[src/rtl/restoring_unsigned_divider_16.sv]
// Sequential restoring divider: 32-bit dividend / 16-bit divisor, one quotient bit per cycle.
// Optional macro DIV_OVF_CHECK_EN enables early overflow detection (quotient wider than 16 bits).
module restoring_unsigned_divider_16 (
  input  logic        clk,
  input  logic        rst,
  input  logic        start,
  input  logic [31:0] dividend,
  input  logic [15:0] divisor,
  output logic        busy,
  output logic        done,
  output logic [15:0] quotient,
  output logic [15:0] remainder,
  output logic        ovf
);

  typedef enum logic [1:0] {
    S_IDLE = 2'd0,
    S_RUN  = 2'd1,
    S_DONE = 2'd2
  } state_t;

  state_t      state_q, state_d;
  logic [3:0]  count_q, count_d;
  logic [15:0] divisor_q, divisor_d;
  logic [15:0] low_q, low_d;
  logic [16:0] prem_q, prem_d;
  logic [15:0] qshadow_q, qshadow_d;
  logic        busy_q, busy_d;
  logic        done_q, done_d;
  logic        ovf_q, ovf_d;
  logic [15:0] quotient_q, quotient_d;
  logic [15:0] remainder_q, remainder_d;

  logic        accept;
  logic        ovf_detect;
  logic [17:0] shifted;
  logic [16:0] trial;
  logic        q_bit;
  logic [16:0] step_prem;
  logic [15:0] step_quot;

  always_comb begin
    accept = start && ((state_q == S_IDLE) || (state_q == S_DONE));
`ifdef DIV_OVF_CHECK_EN
    ovf_detect = (dividend[31:16] >= divisor);
`else
    ovf_detect = 1'b0;
`endif

    // Restoring step: shift in next dividend bit, keep the difference only if it is non-negative
    shifted   = {prem_q, low_q[15]};
    trial     = shifted[16:0] - {1'b0, divisor_q};
    q_bit     = (shifted >= {2'b00, divisor_q});
    step_prem = q_bit ? trial : shifted[16:0];
    step_quot = {qshadow_q[14:0], q_bit};
  end

  always_comb begin
    state_d     = state_q;
    count_d     = count_q;
    divisor_d   = divisor_q;
    low_d       = low_q;
    prem_d      = prem_q;
    qshadow_d   = qshadow_q;
    busy_d      = busy_q;
    done_d      = 1'b0;
    ovf_d       = ovf_q;
    quotient_d  = quotient_q;
    remainder_d = remainder_q;

    case (state_q)
      S_IDLE, S_DONE: begin
        state_d = S_IDLE;
        if (accept) begin
          divisor_d = divisor;
          low_d     = dividend[15:0];
          prem_d    = {1'b0, dividend[31:16]};
          qshadow_d = 16'h0000;
          count_d   = 4'd0;
          if (ovf_detect) begin
            state_d     = S_DONE;
            busy_d      = 1'b0;
            done_d      = 1'b1;
            ovf_d       = 1'b1;
            quotient_d  = 16'hFFFF;
            remainder_d = 16'h0000;
          end else begin
            state_d = S_RUN;
            busy_d  = 1'b1;
          end
        end
      end

      S_RUN: begin
        prem_d    = step_prem;
        qshadow_d = step_quot;
        low_d     = {low_q[14:0], 1'b0};
        count_d   = count_q + 4'd1;
        // Visible results only change on the final step; the shadows carry the work
        if (count_q == 4'd15) begin
          state_d     = S_DONE;
          busy_d      = 1'b0;
          done_d      = 1'b1;
          ovf_d       = 1'b0;
          count_d     = 4'd0;
          quotient_d  = step_quot;
          remainder_d = step_prem[15:0];
        end
      end

      default: begin
        state_d = S_IDLE;
        busy_d  = 1'b0;
      end
    endcase
  end

  always_ff @(posedge clk) begin
    if (rst) begin
      state_q     <= S_IDLE;
      count_q     <= 4'd0;
      divisor_q   <= 16'h0000;
      low_q       <= 16'h0000;
      prem_q      <= 17'h00000;
      qshadow_q   <= 16'h0000;
      busy_q      <= 1'b0;
      done_q      <= 1'b0;
      ovf_q       <= 1'b0;
      quotient_q  <= 16'h0000;
      remainder_q <= 16'h0000;
    end else begin
      state_q     <= state_d;
      count_q     <= count_d;
      divisor_q   <= divisor_d;
      low_q       <= low_d;
      prem_q      <= prem_d;
      qshadow_q   <= qshadow_d;
      busy_q      <= busy_d;
      done_q      <= done_d;
      ovf_q       <= ovf_d;
      quotient_q  <= quotient_d;
      remainder_q <= remainder_d;
    end
  end

  assign busy      = busy_q;
  assign done      = done_q;
  assign quotient  = quotient_q;
  assign remainder = remainder_q;
  assign ovf       = ovf_q;

endmodule

[config.mk]
export PLATFORM = sky130hd
export DESIGN_NAME = restoring_unsigned_divider_16
export DESIGN_NICKNAME = d
export VERILOG_FILES = /design/src/rtl/restoring_unsigned_divider_16.sv
export SDC_FILE = /design/constraint.sdc
export NUM_CORES = 1
export LEC_CHECK = 0
export ABC_CLOCK_PERIOD_IN_PS = 4900
export BUFFER_PORTS_ARGS = -buffer_cell sky130_fd_sc_hd__buf_4
export CAP_MARGIN = 0
export CORE_MARGIN = 2
export CORE_UTILIZATION = 30
export CTS_CLUSTER_DIAMETER = 30
export DETAILED_ROUTE_END_ITERATION = 7
export HOLD_SLACK_MARGIN = 0.15
export SLEW_MARGIN = 40
export SYNTH_ARGS = -nofsm -noshare
export SYNTH_HDL_FRONTEND = slang
export SYNTH_SLANG_ARGS = --single-unit
[constraint.sdc]
create_clock -name clk -period 4.9 [get_ports clk]
set_clock_uncertainty 0.2 [all_clocks]
set_input_delay 0.49 -clock clk [delete_from_list [all_inputs] [get_ports clk]]
set_output_delay 0.49 -clock clk [all_outputs]
set_load 0.02 [all_outputs]
==> impl_metrics.json <==
{
  "postSynthAreaPerCell_um2": 8.19,
  "via_per_inst": 5.12,
  "grt_usage": 0.155,
  "gr-total-overflow": 0,
  "cts_inserted_buffers": 9,
  "hpwl_mm": 8.89,
  "ys.flop_type": "dfxtp_1",
  "path_clk_slew_ns": 0.07,
  "max-slew-margin-rel": 0.540,
  "crit_path_max_fanout": 21,
  "cp.required_ns": 4.95,
  "netlist_area_um2": 4830,
  "critical_path_buf_inv_count": 2,
  "final_antenna_net_count": 0,
  "chipWidth_um": 131,
  "ys.warnings.count": 0,
  "synth_seq_area_share": 0.431,
  "synthAdderAreaFrac": 0.0482,
  "cts-htree-levels": 3,
  "n_fill_cell": 1671,
  "grt_pass1_vias": 4230,
  "synth_nets": 659,
  "peakVddDrop_mv": 0.234,
  "synth_seq_cells": 104,
  "status": "finished, final reports clean",
  "synth_xor_xnor_area_share": 0.0218,
  "crit_path_top_delay_cell": "fa_1",
  "synth_cell_types": 58,
  "max_cap_violations": 0,
  "setup_ws_ns": 1.96,
  "synth_top_family_by_area": "compound AO/OA/AOI/OAI gates",
  "route.detailed.drc": 0,
  "cpMostUsedCell": "inv_1",
  "p_per_area_nw_per_um2": 462,
  "yosys.area.top_type": "dfxtp_1",
  "initial_core_util": 0.305,
  "synth-edff-count": 0,
  "layout.nets": 717,
  "postCtsHoldBufs": 0,
  "cts_buffer_depth": 2,
  "fin_crit_sh": 0.599,
  "cts-root-buf": "clkbuf_16",
  "cp_top_family": "compound AO/OA/AOI/OAI gates",
  "setup.worst_path.end_class": "flip-flop",
  "crit_arrival_ns": 2.99,
  "io_buffers": 84,
  "grt_pass1_wl_mm": 20.9,
  "hold_path_class": "input pin to flip-flop",
  "antenna_found_initial": 0,
  "fmax_ghz": 0.340,
  "post-place-ws_ns": 1.98,
  "post_cts_buffers": 0,
  "routed_wl_mm": 13.0,
  "max_stage_delay_ns": 0.44,
  "tightest_slew_ns": 0.690,
  "synthTopCellsByCount": "121 x nand2_1, 104 x dfxtp_1, 57 x a21oi_1",
  "synth-simple-area-share": 0.177,
  "core_area_um2": 15800,
  "cp-start-kind": "flip-flop",
  "synth_cells": 590,
  "hold_viol": 0,
  "numClockSinks": 104,
  "antennaDiodeCount": 0,
  "die_area_um2": 17100,
  "synthArstFlopShare": 0,
  "drive_gt1_frac": 0.187,
  "leakage_nw": 2.36,
  "finalSetupTns_ns": 0,
  "route.vias.total": 4449,
  "synth_compound_area_frac": 0.261,
  "syn2layout_area_growth_pct": 22.4,
  "io_pins": 86,
  "yosys-top-cells-area": "dfxtp_1 43%, nand2_1 9.4%, a21oi_1 5.9%",
  "place_congestion": 0.798,
  "wl_per_cell_um": 15.0,
  "initialDrtViolationCount": 299,
  "yosys-mux-area-fraction": 0.00829,
  "crit_chain": "inv_1, ha_1, inv_1, fa_1, a211oi_4, o31ai_4, a211oi_2, o21ai_4, mux2i_1, nor3_1, a31o_2",
  "finalSetupViolations": 0,
  "rows": 46,
  "clock_latency_ns": 0.36,
  "synth_top_area_frac": 0.431,
  "cts_tree": "built",
  "finalCriticalPeriod_ns": 2.94,
  "rsz0062_at_grt": "no",
  "worstSetupPathType": "flip-flop to flip-flop",
  "slew_viol_final": 0,
  "ctsResizeCount": 0,
  "grt_max_degree": 91,
  "fp.dieH_um": 131,
  "post-synth-top-count-cell": "nand2_1",
  "drt_first_pass_iters": 5
}
==> per-stage QoR <==
stage          total power [mW]  instances  utilization  hold slack, ns  cell area [µm²]
2_1_floorplan              1.84        590            -           0.232             4830
3_3_place_gp               2.00        853        0.355           0.248             5610
3_5_place_dp               2.02        853        0.355           0.250             5620
4_1_cts                    2.75        869        0.373           0.167             5910
5_1_grt                    2.91        869        0.373           0.178             5910
6_report                   2.73        869        0.373           0.179             5910
==> power breakdown <==
part | internal [mW] | leakage [nW] | switching, mW
sequential | 0.909 | 0.848 | 0.0514
combinational | 0.424 | 1.37 | 0.639
clock | 0.376 | 0.146 | 0.331
==> area by class of cell <==
type,instances,area (µm²),share of cell area
Clock buffer,11,253,0.0428
Clock inverter,5,40.0,0.00677
Inverter,18,67.6,0.0114
Sequential cell,104,2080,0.352
Multi-Input combinational cell,424,2510,0.425
Timing Repair Buffer,91,687,0.116
Tap cell,216,270,0.0457
==> worst reg2reg max path: stages, from the launching register on <==
cell	delay, ns
dfxtp_1	0.33
inv_1	0.05
ha_1	0.15
inv_1	0.05
fa_1	0.44
a211oi_4	0.32
o31ai_4	0.12
a211oi_2	0.36
o21ai_4	0.24
mux2i_1	0.26
nor3_1	0.07
a31o_2	0.24
==> logic make-up (layout without fill, tap and decap cells) <==
family | after synthesis | after routing
other | 1 | 1
AND/OR/NAND/NOR | 204 | 204
XOR/XNOR | 12 | 12
AO/OA/AOI/OAI | 185 | 185
multiplexers | 4 | 4
buffers and inverters | 62 | 125
flip-flops | 104 | 104
adder cells (fa/ha/maj) | 18 | 18
==> per-layer routing <==
layer	wire [µm]	GRT usage	part of all wire
met3	783	0.0472	0.060
met2	6010	0.250	0.46
met1	5940	0.195	0.46
met5	0	0	0
met4	304	0.0588	0.023
==> layout by cell type (no fill, tap or decap), types with 10 or more instances in the layout <==
cell type / n
a21oi_1: 57
o22ai_1: 12
nand2_1: 121
dfxtp_1: 104
nand2b_1: 10
o21ai_0: 22
a22oi_1: 33
nor2_1: 46
a311oi_1: 15
ha_1: 17
buf_4: 90
inv_1: 18
==> flip-flops by register name, summed over array words and instances, names as in the netlist <==
register / count
done: 1
divisor_q: 16
busy: 1
state_q: 2
qshadow_q: 15
prem_q: 17
count_q: 4
low_q: 16
remainder: 16
quotient: 16
==> worst paths after layout <==
check             slack [ns]  cells past startpoint      endpoint    startpoint
setup / recovery        1.96                     11  remainder[2]     low_q[15]
hold / removal          0.18                      3  divisor_q[8]    divisor[8]
setup reg to reg        1.96                     11  remainder[2]     low_q[15]
hold reg to reg         0.25                      2  quotient[12]  quotient[12]
Note: power is estimated with default switching activity, not from simulation.
